`config.mk`:
```
export PLATFORM = sky130hd
export DESIGN_NAME = ssd_scan_driver
export DESIGN_NICKNAME = d
export VERILOG_FILES = /design/src/rtl/ssd_scan_driver.sv
export SDC_FILE = /design/constraint.sdc
export NUM_CORES = 1
export LEC_CHECK = 0
export BUFFER_PORTS_ARGS = -buffer_cell sky130_fd_sc_hd__buf_2
export CAP_MARGIN = 30
export CORE_AREA = 3 3 101 103
export DETAILED_ROUTE_END_ITERATION = 16
export DIE_AREA = 0 0 104 106
export PLACE_DENSITY = 0.56
export REMOVE_ABC_BUFFERS = 1
export SLEW_MARGIN = 20
export SYNTH_ARGS = -nofsm -noshare
export SYNTH_HDL_FRONTEND = slang
export SYNTH_SLANG_ARGS = --single-unit
```
`constraint.sdc`:
```
create_clock -name clk -period 3.6 [get_ports clk]
set_input_delay 0.72 -clock clk [delete_from_list [all_inputs] [get_ports clk]]
set_output_delay 0.72 -clock clk [all_outputs]
set_load 0.03 [all_outputs]
```
`src/rtl/ssd_scan_driver.sv`:
```
// Debug display driver: captures a binary value, converts it to four BCD digits with a
// sequential double-dabble engine, and scans the digits onto a common-anode 4-digit display.
module ssd_scan_driver #(
    parameter int IN_WIDTH    = 13,
    parameter int REFRESH_DIV = 100000,
    parameter bit BLANK_LZ    = 1'b1
) (
    input  logic                clk,
    input  logic                rst,
    input  logic [IN_WIDTH-1:0] value,
    input  logic                update,
    output logic                busy,
    output logic [3:0]          anode,
    output logic [6:0]          led_out
);

    // state | meaning
    // IDLE  | waiting for update; digit regs hold the last result
    // CONV  | shift-add-3 running, one input bit per cycle
    // DONE  | scratch BCD copied to the digit regs, busy drops
    typedef enum logic [1:0] {ST_IDLE, ST_CONV, ST_DONE} state_t;

    localparam int CW = $clog2(IN_WIDTH + 1);
    localparam int RW = $clog2(REFRESH_DIV);

    state_t              state_q, state_d;
    logic [IN_WIDTH-1:0] bin_q, bin_d;
    logic [15:0]         bcd_q, bcd_d, bcd_adj;
    logic [CW-1:0]       cnt_q, cnt_d;
    logic                busy_q, busy_d;
    logic [15:0]         dig_q, dig_d;
    logic [RW-1:0]       ref_q;
    logic [1:0]          idx_q;
    logic [3:0]          anode_q;
    logic [6:0]          led_q;
    logic [15:0]         dig_upper;
    logic                blank;

    function automatic logic [6:0] seg7(input logic [3:0] d);
        case (d)
            4'd0:    seg7 = 7'b0000001;
            4'd1:    seg7 = 7'b1001111;
            4'd2:    seg7 = 7'b0010010;
            4'd3:    seg7 = 7'b0000110;
            4'd4:    seg7 = 7'b1001100;
            4'd5:    seg7 = 7'b0100100;
            4'd6:    seg7 = 7'b0100000;
            4'd7:    seg7 = 7'b0001111;
            4'd8:    seg7 = 7'b0000000;
            4'd9:    seg7 = 7'b0000100;
            default: seg7 = 7'b1111111;
        endcase
    endfunction

    always_comb begin
        bcd_adj = bcd_q;
        for (int i = 0; i < 4; i++) begin
            if (bcd_q[4*i +: 4] >= 4'd5) bcd_adj[4*i +: 4] = bcd_q[4*i +: 4] + 4'd3;
        end
    end

    always_comb begin
        state_d = state_q;
        bin_d   = bin_q;
        bcd_d   = bcd_q;
        cnt_d   = cnt_q;
        busy_d  = busy_q;
        dig_d   = dig_q;
        case (state_q)
            ST_IDLE: begin
                if (update && !busy_q) begin
                    bin_d   = value;
                    bcd_d   = '0;
                    cnt_d   = CW'(IN_WIDTH - 1);
                    busy_d  = 1'b1;
                    state_d = ST_CONV;
                end
            end
            ST_CONV: begin
                bcd_d = {bcd_adj[14:0], bin_q[IN_WIDTH-1]};
                bin_d = {bin_q[IN_WIDTH-2:0], 1'b0};
                if (cnt_q == '0) state_d = ST_DONE;
                else             cnt_d   = cnt_q - 1'b1;
            end
            ST_DONE: begin
                dig_d   = bcd_q;
                busy_d  = 1'b0;
                state_d = ST_IDLE;
            end
            default: state_d = ST_IDLE;
        endcase
    end

    // A digit is a leading zero when it and every more-significant digit are zero.
    always_comb begin
        dig_upper = dig_q >> {idx_q, 2'b00};
        blank     = BLANK_LZ && (idx_q != 2'd0) && (dig_upper == 16'd0);
    end

    always_ff @(posedge clk) begin
        if (rst) begin
            state_q <= ST_IDLE;
            bin_q   <= '0;
            bcd_q   <= '0;
            cnt_q   <= '0;
            busy_q  <= 1'b0;
            dig_q   <= '0;
            ref_q   <= '0;
            idx_q   <= 2'd0;
            anode_q <= 4'b1111;
            led_q   <= 7'b1111111;
        end else begin
            state_q <= state_d;
            bin_q   <= bin_d;
            bcd_q   <= bcd_d;
            cnt_q   <= cnt_d;
            busy_q  <= busy_d;
            dig_q   <= dig_d;
            if (ref_q == RW'(REFRESH_DIV - 1)) begin
                ref_q <= '0;
                idx_q <= idx_q + 2'd1;
            end else begin
                ref_q <= ref_q + 1'b1;
            end
            anode_q <= ~(4'b0001 << idx_q);
            led_q   <= blank ? 7'b1111111 : seg7(dig_upper[3:0]);
        end
    end

    assign busy    = busy_q;
    assign anode   = anode_q;
    assign led_out = led_q;

endmodule

```
==> results of run 1 <==
## routing by layer
layer | routed length [µm] | up-vias | GRT usage [%]
li1 | - | 1547 | -
met1 | 3500 | 1350 | 16.7
met2 | 3360 | 20 | 23.9
met3 | 188 | 7 | 4.01
met4 | 64 | 0 | 3.13
met5 | 0 | - | 0
## how the worst min path moves through the flow
stage | slack (ns) | depth (start not counted) | endpoint | startpoint
after floorplan | 0.43 | 2 | dig_q[0] | dig_q[0]
after global placement | 0.45 | 1 | ref_q[0] | ref_q[0]
after detailed placement | 0.46 | 2 | dig_q[0] | dig_q[0]
after CTS | 0.47 | 2 | dig_q[0] | dig_q[0]
final | 0.46 | 2 | dig_q[0] | dig_q[0]
after global routing | 0.50 | 1 | cnt_q[3] | cnt_q[3]
## power groups by stage
stage | registers [mW] | clock network [mW] | logic, mW
3_3_place_gp | 0.999 | 0 | 0.214
3_5_place_dp | 1.00 | 0 | 0.217
6_report | 0.979 | 0.605 | 0.214
4_1_cts | 0.979 | 0.631 | 0.218
5_1_grt | 0.986 | 0.660 | 0.247
2_1_floorplan | 1.01 | 0 | 0.136
## state kept, by name, indices dropped and copies added (netlist names)
register / cells
led_out: 7
state_q: 2
bin_q: 13
idx_q: 2
busy: 1
anode: 4
bcd_q: 16
dig_q: 16
ref_q: 17
cnt_q: 4
## tightest hold or removal path: stages, from the launching register on
cell     delay, ns
dfxtp_1       0.32
nand2_1       0.05
a21oi_1       0.05
## cells by family after synthesis
kind of cell / count (synthesis) / synth area share, %
AND/OR/NAND/NOR: 187 / 21.8
multiplexers: 8 / 3.47
XOR/XNOR: 23 / 5.38
buffers and inverters: 42 / 4.91
flip-flops: 82 / 43.8
adder cells (fa/ha/maj): 20 / 6.68
AO/OA/AOI/OAI: 82 / 14.0
## cell type report
class	instances	share of cell area [%]
Clock buffer	11	3.42
Sequential cell	82	39.7
Multi-Input combinational cell	320	46.6
Clock inverter	5	0.937
Inverter	19	1.72
Timing Repair Buffer	30	3.81
Tap cell	129	3.90
## cell usage in the layout (no fill, tap or decap), types with 9 or more instances in the layout
| master | instances |
|---|---|
| nand2_1 | 83 |
| dfxtp_1 | 82 |
| nor2_1 | 54 |
| a21oi_1 | 35 |
| buf_2 | 27 |
| ha_1 | 20 |
| inv_1 | 19 |
| a311oi_1 | 14 |
| xnor2_1 | 14 |
| o21ai_0 | 12 |
| nor3_1 | 10 |
| clkbuf_8 | 10 |
| nand3_1 | 9 |
| xor2_1 | 9 |
==> metrics.md, run 1 <==
| Metric | Value |
|---|---|
| Crit-path cells | `mux4_2, inv_1, ha_1, nor4b_1, o21ai_0, a22oi_1, nor2_1, o21ai_0` |
| Die boundary width | `104 µm` |
| Crit path from | `idx_q[0]` |
| Hold crit path type | `reg -> reg` |
| Vias | `2924` |
| Switching power | `around 500 µW` |
| Minimum clock period | `about 2.5 ns` |
| Fraction of the cycle the final worst path needs | `69.4%` |
| Number of synthesized flops with an enable pin | `0` |
| CP required | `about 3.9 ns` |
| Setup TNS | `0 ns` |
| Ys async rst share | `0%` |
| Final Net Count | `between 400 and 500` |
| Starting Density | `40.4%` |
| Initial antenna violation count | `0` |
| Largest net degree at the start of global routing | `38` |
| Power share of the clock group | `~34%` |
| Vias per cell | `approximately 4.9` |
| Synth top area share | `between 40% and 50%` |
| Crit path max-delay family | `flip-flops` |
| # resized after CTS | `0` |
| Setup crit end kind | `register` |
| Status | `finished clean` |
| First drt pass iteration count | `4` |
| Achievable Freq | `0.400 GHz` |
| Placed cells | `580` |
| Clk buf depth | `2` |
| Delay of the slowest critical-path stage | `0.63 ns` |
| Hold Vio Cnt, Final | `0` |
| Remaining antenna violation count after routing | `0` |
| Final Hold Slack | `between 0.4 and 0.5 ns` |
| Crit path to | `led_out[6]` |
| Area contributors post-synth | `dfxtp_1 44%, nand2_1 8.3%, ha_1 6.7%, nor2_1 5.5%, a21oi_1 4.7%` |
| Worst slew margin | `45.5%` |
| RePlAce Congestion | `around 0.75` |
| Critical path class | `reg -> reg` |
| Most common cell in the netlist | `nand2_1` |
| Layout cell share with drive strength beyond 1 | `approximately an eighth` |
| Vias in the first global route | `roughly 2800` |
| Top_reg_cell synth | `dfxtp_1` |
| WL/cell | `11.9 µm` |
| First-pass GRT wire length | `around 13000 µm` |
| R2R Setup Slk | `approximately 1.1 ns` |
| CTS clk-pin slew, worst paths | `around 0.08 ns` |
| Die area | `~0.011 mm²` |
| Sequential share of power | `about 54%` |
| Unique cell type count in the Yosys netlist | `just over 40` |
| #FFs+latches synth | `between 80 and 90` |
| CTS root buffer | `clkbuf_8` |
| Final Instance Area | `0.00414 mm²` |
| Synthesized area | `0.00375 mm²` |
| R2r worst-path depth | `8` |
| Internal Power | `1.29 mW` |
| Syn avg cell area | `approximately 8.4 µm²` |
| Post-synthesis sequential area ratio | `roughly 44%` |
| Grt ovf | `0` |
| Yosys top cell by area | `dfxtp_1` |
| Arrival time of the worst setup path | `around 2.8 ns` |
| H-tree levels | `3` |
| Post-CTS Setup Repair Bufs | `0` |
| Register area | `0.00164 mm²` |
| Crit path max fanout | `11` |
| Synth cell count leaders | `83 x nand2_1, 82 x dfxtp_1, 55 x nor2_1` |
| Final setup fails | `0` |
| Logic pwr share | `about an eighth` |
| CTS tree | `built` |
| Cells after Synth | `around 440` |
| Total power draw | `1.80 mW` |
| Rows | `35` |
| Total Routing Usage GR | `~14%` |
| Inserted Clock Buffers | `9` |
| Area post-placement | `0.00396 mm²` |
| PortBufs | `27` |
| Skew-Pair Late Insertion Delay | `around 0.35 ns` |
| # IOs | `28` |
| CP max-delay cell | `dfxtp_1` |
| Layout Skew | `0.00977 ns` |
| Dpl ws | `1.10 ns` |
| Fin. max-slew vios | `0` |
| Die Span Y | `106 µm` |
| Synthesis Warnings | `0` |
| Critical Path Start Type | `register` |
| Non-filler cells in the finished layout | `596` |
| CP dominant cell by count | `o21ai_0` |
| DRC | `0` |
| R2R Path Start | `idx_q[0]` |
| Crit Reg-Reg Endpoint | `led_out[6]` |
| Filler Cell Count | `just under 1000` |
| Multi-input gate area | `~0.0019 mm²` |
| Routed wire length | `slightly above 7000 µm` |
| Final Core Density | `around 45%` |
| Final worst slack | `1.10 ns` |
| Hold_buf cts | `0` |
| Starting DRC count in detailed routing | `between 80 and 90` |
| RSZ-0062 raised after global routing | `no` |
| MaxCap Viol Count | `0` |
| Pleak | `roughly 1.5 nW` |
| Pwr per Cell Area | `between 400 and 500 mW/mm²` |
| Dpl hpwl | `between 4000 and 5000 µm` |
| Clk sinks | `between 80 and 90` |
| CP Depth | `8` |
| Layout area overhead | `10.5%` |
| Tightest Pin Transition | `between 0.8 and 0.9 ns` |
| Worst IR Drop VDD | `0.000211 V` |
| # diodes | `0` |
| Core ar. | `0.00928 mm²` |
| WP buf/inv | `1` |
| Sw Ratio | `between 20% and 30%` |
No activity file was read; power rests on OpenSTA's default activity.
==> run 2: changes to the inputs <==
ABC_AREA = 1   (was default)
CORE_AREA = 3 3 105 107   (was 3 3 101 103)
DIE_AREA = 0 0 108 110   (was 0 0 104 106)
PLACE_DENSITY = 0.58   (was 0.56)
clock period = 2.15 ns   (was 3.6 ns; I/O delays follow)
==> run 2 against run 1 <==
Effect of this change:
- global-route usage increased by 0.77 points
- register-to-register slack got worse by 0.72 ns
- cell area grew 8.6%
- worst setup slack worse by 0.72 ns
- total power up 87%
- die area rose by 7.8%
- fmax up 41%
- sequential share of layout area down 3.1 points
- highest routed layer unchanged
==> metrics.md, run 2 <==
| Metric | Value |
|---|---|
| Status | `finished clean` |
| Setup TNS | `0 ns` |
| Grt ovf | `0` |
| Vias in the first global route | `between 3000 and 4000` |
| Unique cell type count in the Yosys netlist | `29` |
| Clk sinks | `82` |
| Critical Path Start Type | `register` |
| Worst slew margin | `63.3%` |
| RSZ-0062 raised after global routing | `no` |
| Top_reg_cell synth | `dfxtp_1` |
| Starting DRC count in detailed routing | `a little over 100` |
| Total power draw | `around 3.4 mW` |
| Delay of the slowest critical-path stage | `approximately 0.48 ns` |
| # resized after CTS | `0` |
| Minimum clock period | `~1.8 ns` |
| Vias per cell | `about 4.8` |
| Final Hold Slack | `0.331 ns` |
| Hold Vio Cnt, Final | `0` |
| Pleak | `roughly 1.9 nW` |
| Achievable Freq | `about 0.56 GHz` |
| Rows | `37` |
| Max FFs per register | `17` |
| Hold_buf cts | `0` |
| Placed cells | `around 700` |
| Non-filler cells in the finished layout | `727` |
| Dpl hpwl | `5720 µm` |
| Arrival time of the worst setup path | `2.06 ns` |
| WL/cell | `10.8 µm` |
| CP required | `2.44 ns` |
| Routed wire length | `about 7900 µm` |
| Starting Density | `39.2%` |
| First drt pass iteration count | `4` |
| Top flop regs | `ref_q (17), bcd_q (16), dig_q (16)` |
| Largest net degree at the start of global routing | `27` |
| Layout Skew | `between 0.01 and 0.015 ns` |
| Worst IR Drop VDD | `0.000469 V` |
| Synthesized area | `0.00401 mm²` |
| Final setup fails | `0` |
| Area contributors post-synth | `dfxtp_1 41%, nand2_1 13%, ha_1 6.2%, a21oi_1 5.7%, nand3_1 5.4%` |
| CTS root buffer | `clkbuf_8` |
| Post-CTS Setup Repair Bufs | `0` |
| First-pass GRT wire length | `approximately 14000 µm` |
| Cells after Synth | `between 500 and 600` |
| MaxCap Viol Count | `0` |
| Die area | `0.0119 mm²` |
| Crit-path cells | `inv_2, nand3_1, nand2_1, inv_1, ha_1, inv_1, nor2_1, nand4_1, nor2_1, nand2_2, nand3b_1` |
| H-tree levels | `3` |
| WP buf/inv | `3` |
| Layout cell share with drive strength beyond 1 | `12.5%` |
| Layout area overhead | `12.0%` |
| Inserted Clock Buffers | `9` |
| Clk buf depth | `2` |
| Syn avg cell area | `a little over 7 µm²` |
| Commonest cells after routing, fill and taps aside | `135 x nand2_1, 82 x dfxtp_1, 57 x inv_1, 47 x nor2_1, 46 x a21oi_1` |
| Fin. max-slew vios | `0` |
| Vias | `around 3500` |
| #FFs+latches synth | `roughly 80` |
| Post-synthesis sequential area ratio | `40.9%` |
| Hold crit path type | `in -> reg` |
| PortBufs | `27` |
| R2R Setup Slk | `approximately 0.38 ns` |
| Most common cell after layout, fill and taps aside | `nand2_1` |
| DRC | `0` |
| Die Span Y | `110 µm` |
| Synth cell count leaders | `135 x nand2_1, 82 x dfxtp_1, 57 x inv_1` |
| Synth top area share | `a little over 40%` |
| Remaining antenna violation count after routing | `0` |
| Initial antenna violation count | `0` |
| Critical path class | `reg -> reg` |
| Largest Register | `ref_q` |
| Core ar. | `approximately 0.010 mm²` |
| Synthesis Warnings | `0` |
| Pwr per Cell Area | `around 750 mW/mm²` |
| Crit path max-delay family | `simple AND/OR/NAND/NOR gates` |
| Skew-Pair Late Insertion Delay | `around 0.35 ns` |
| Final Net Count | `just over 600` |
| Ys async rst share | `0%` |
| Tightest Pin Transition | `0.549 ns` |
| Yosys top cell by area | `dfxtp_1` |
| CTS clk-pin slew, worst paths | `0.09 ns` |
| CP max-delay cell | `dfxtp_1` |
| CTS tree | `built` |
| Most common cell in the netlist | `nand2_1` |
| Total Routing Usage GR | `between 10% and 20%` |
| Fraction of the cycle the final worst path needs | `roughly 80%` |
| # IOs | `28` |
| Number of synthesized flops with an enable pin | `0` |
| # diodes | `0` |
| Die boundary width | `roughly 110 µm` |
| RePlAce Congestion | `0.842` |
| Setup crit end kind | `register` |
| Crit path max fanout | `9` |
[run 2: cell count changes in the layout (fill, tap and decap cells not counted), moves of 8 or more]
cell      delta
a21oi_1     +11
a311oi_1    -14
a31oi_1     +13
inv_1       +38
inv_2        +8
nand2_1     +52
nand2_2      +9
nand3_1     +34
o21ai_0     +28
xnor2_1     -12
[run 2: per-layer routing]
| layer | GRT usage (%) | vias up | wire length [µm] |
|---|---|---|---|
| met5 | 0 | - | 0 |
| met4 | 4.06 | 0 | 106 |
| met3 | 4.08 | 10 | 324 |
| met2 | 24.0 | 52 | 3450 |
| met1 | 18.4 | 1542 | 4000 |
| li1 | - | 1866 | - |
[run 2: worst paths after layout]
check / from / endpoint / cells after the start
hold / removal: value[3] / bin_q[3] / 3
hold reg to reg: cnt_q[0] / cnt_q[0] / 1
setup / recovery: idx_q[1] / led_out[4] / 11
setup reg to reg: idx_q[1] / led_out[4] / 11
[run 2: per-stage QoR]
stage	cell area, µm²	utilization, %	worst slack (ns)
5_1_grt	4490	43.9	0.138
6_report	4490	43.9	0.378
2_1_floorplan	3900	-	0.317
4_1_cts	4490	43.9	0.378
3_3_place_gp	4280	41.8	0.443
3_5_place_dp	4280	41.8	0.391
[run 2: cell type report]
cell class	count	area, µm²
Inverter	65	244
Sequential cell	82	1640
Clock buffer	11	141
Clock inverter	4	76.3
Tap cell	136	170
Fill cell	1065	5740
Timing Repair Buffer	36	203
Multi-Input combinational cell	393	2020
[run 2: worst min-delay path: cells and delay by family]
kind | cells | cell delay, ns
and+or+nand+nor | 1 | 0.05
AOI/OAI and AO/OA | 1 | 0.07
buffers and inverters | 1 | 0.09
[run 2: power breakdown]
group	switching [mW]	total, mW	internal, mW
Combinational	0.314	0.470	0.156
Clock	0.543	1.23	0.682
Sequential	0.0506	1.67	1.62
[run 2: logic make-up (layout without fill, tap and decap cells)]
| family | after synthesis | in the layout | synth area share [%] |
|---|---|---|---|
| DFF | 82 | 82 | 40.9 |
| AOI/OAI and AO/OA | 108 | 108 | 14.4 |
| adders and majority gates | 20 | 20 | 6.24 |
| buffers and inverters | 84 | 116 | 8.82 |
| xor gates and xnor gates | 10 | 10 | 2.18 |
| and+or+nand+nor | 255 | 255 | 27.4 |
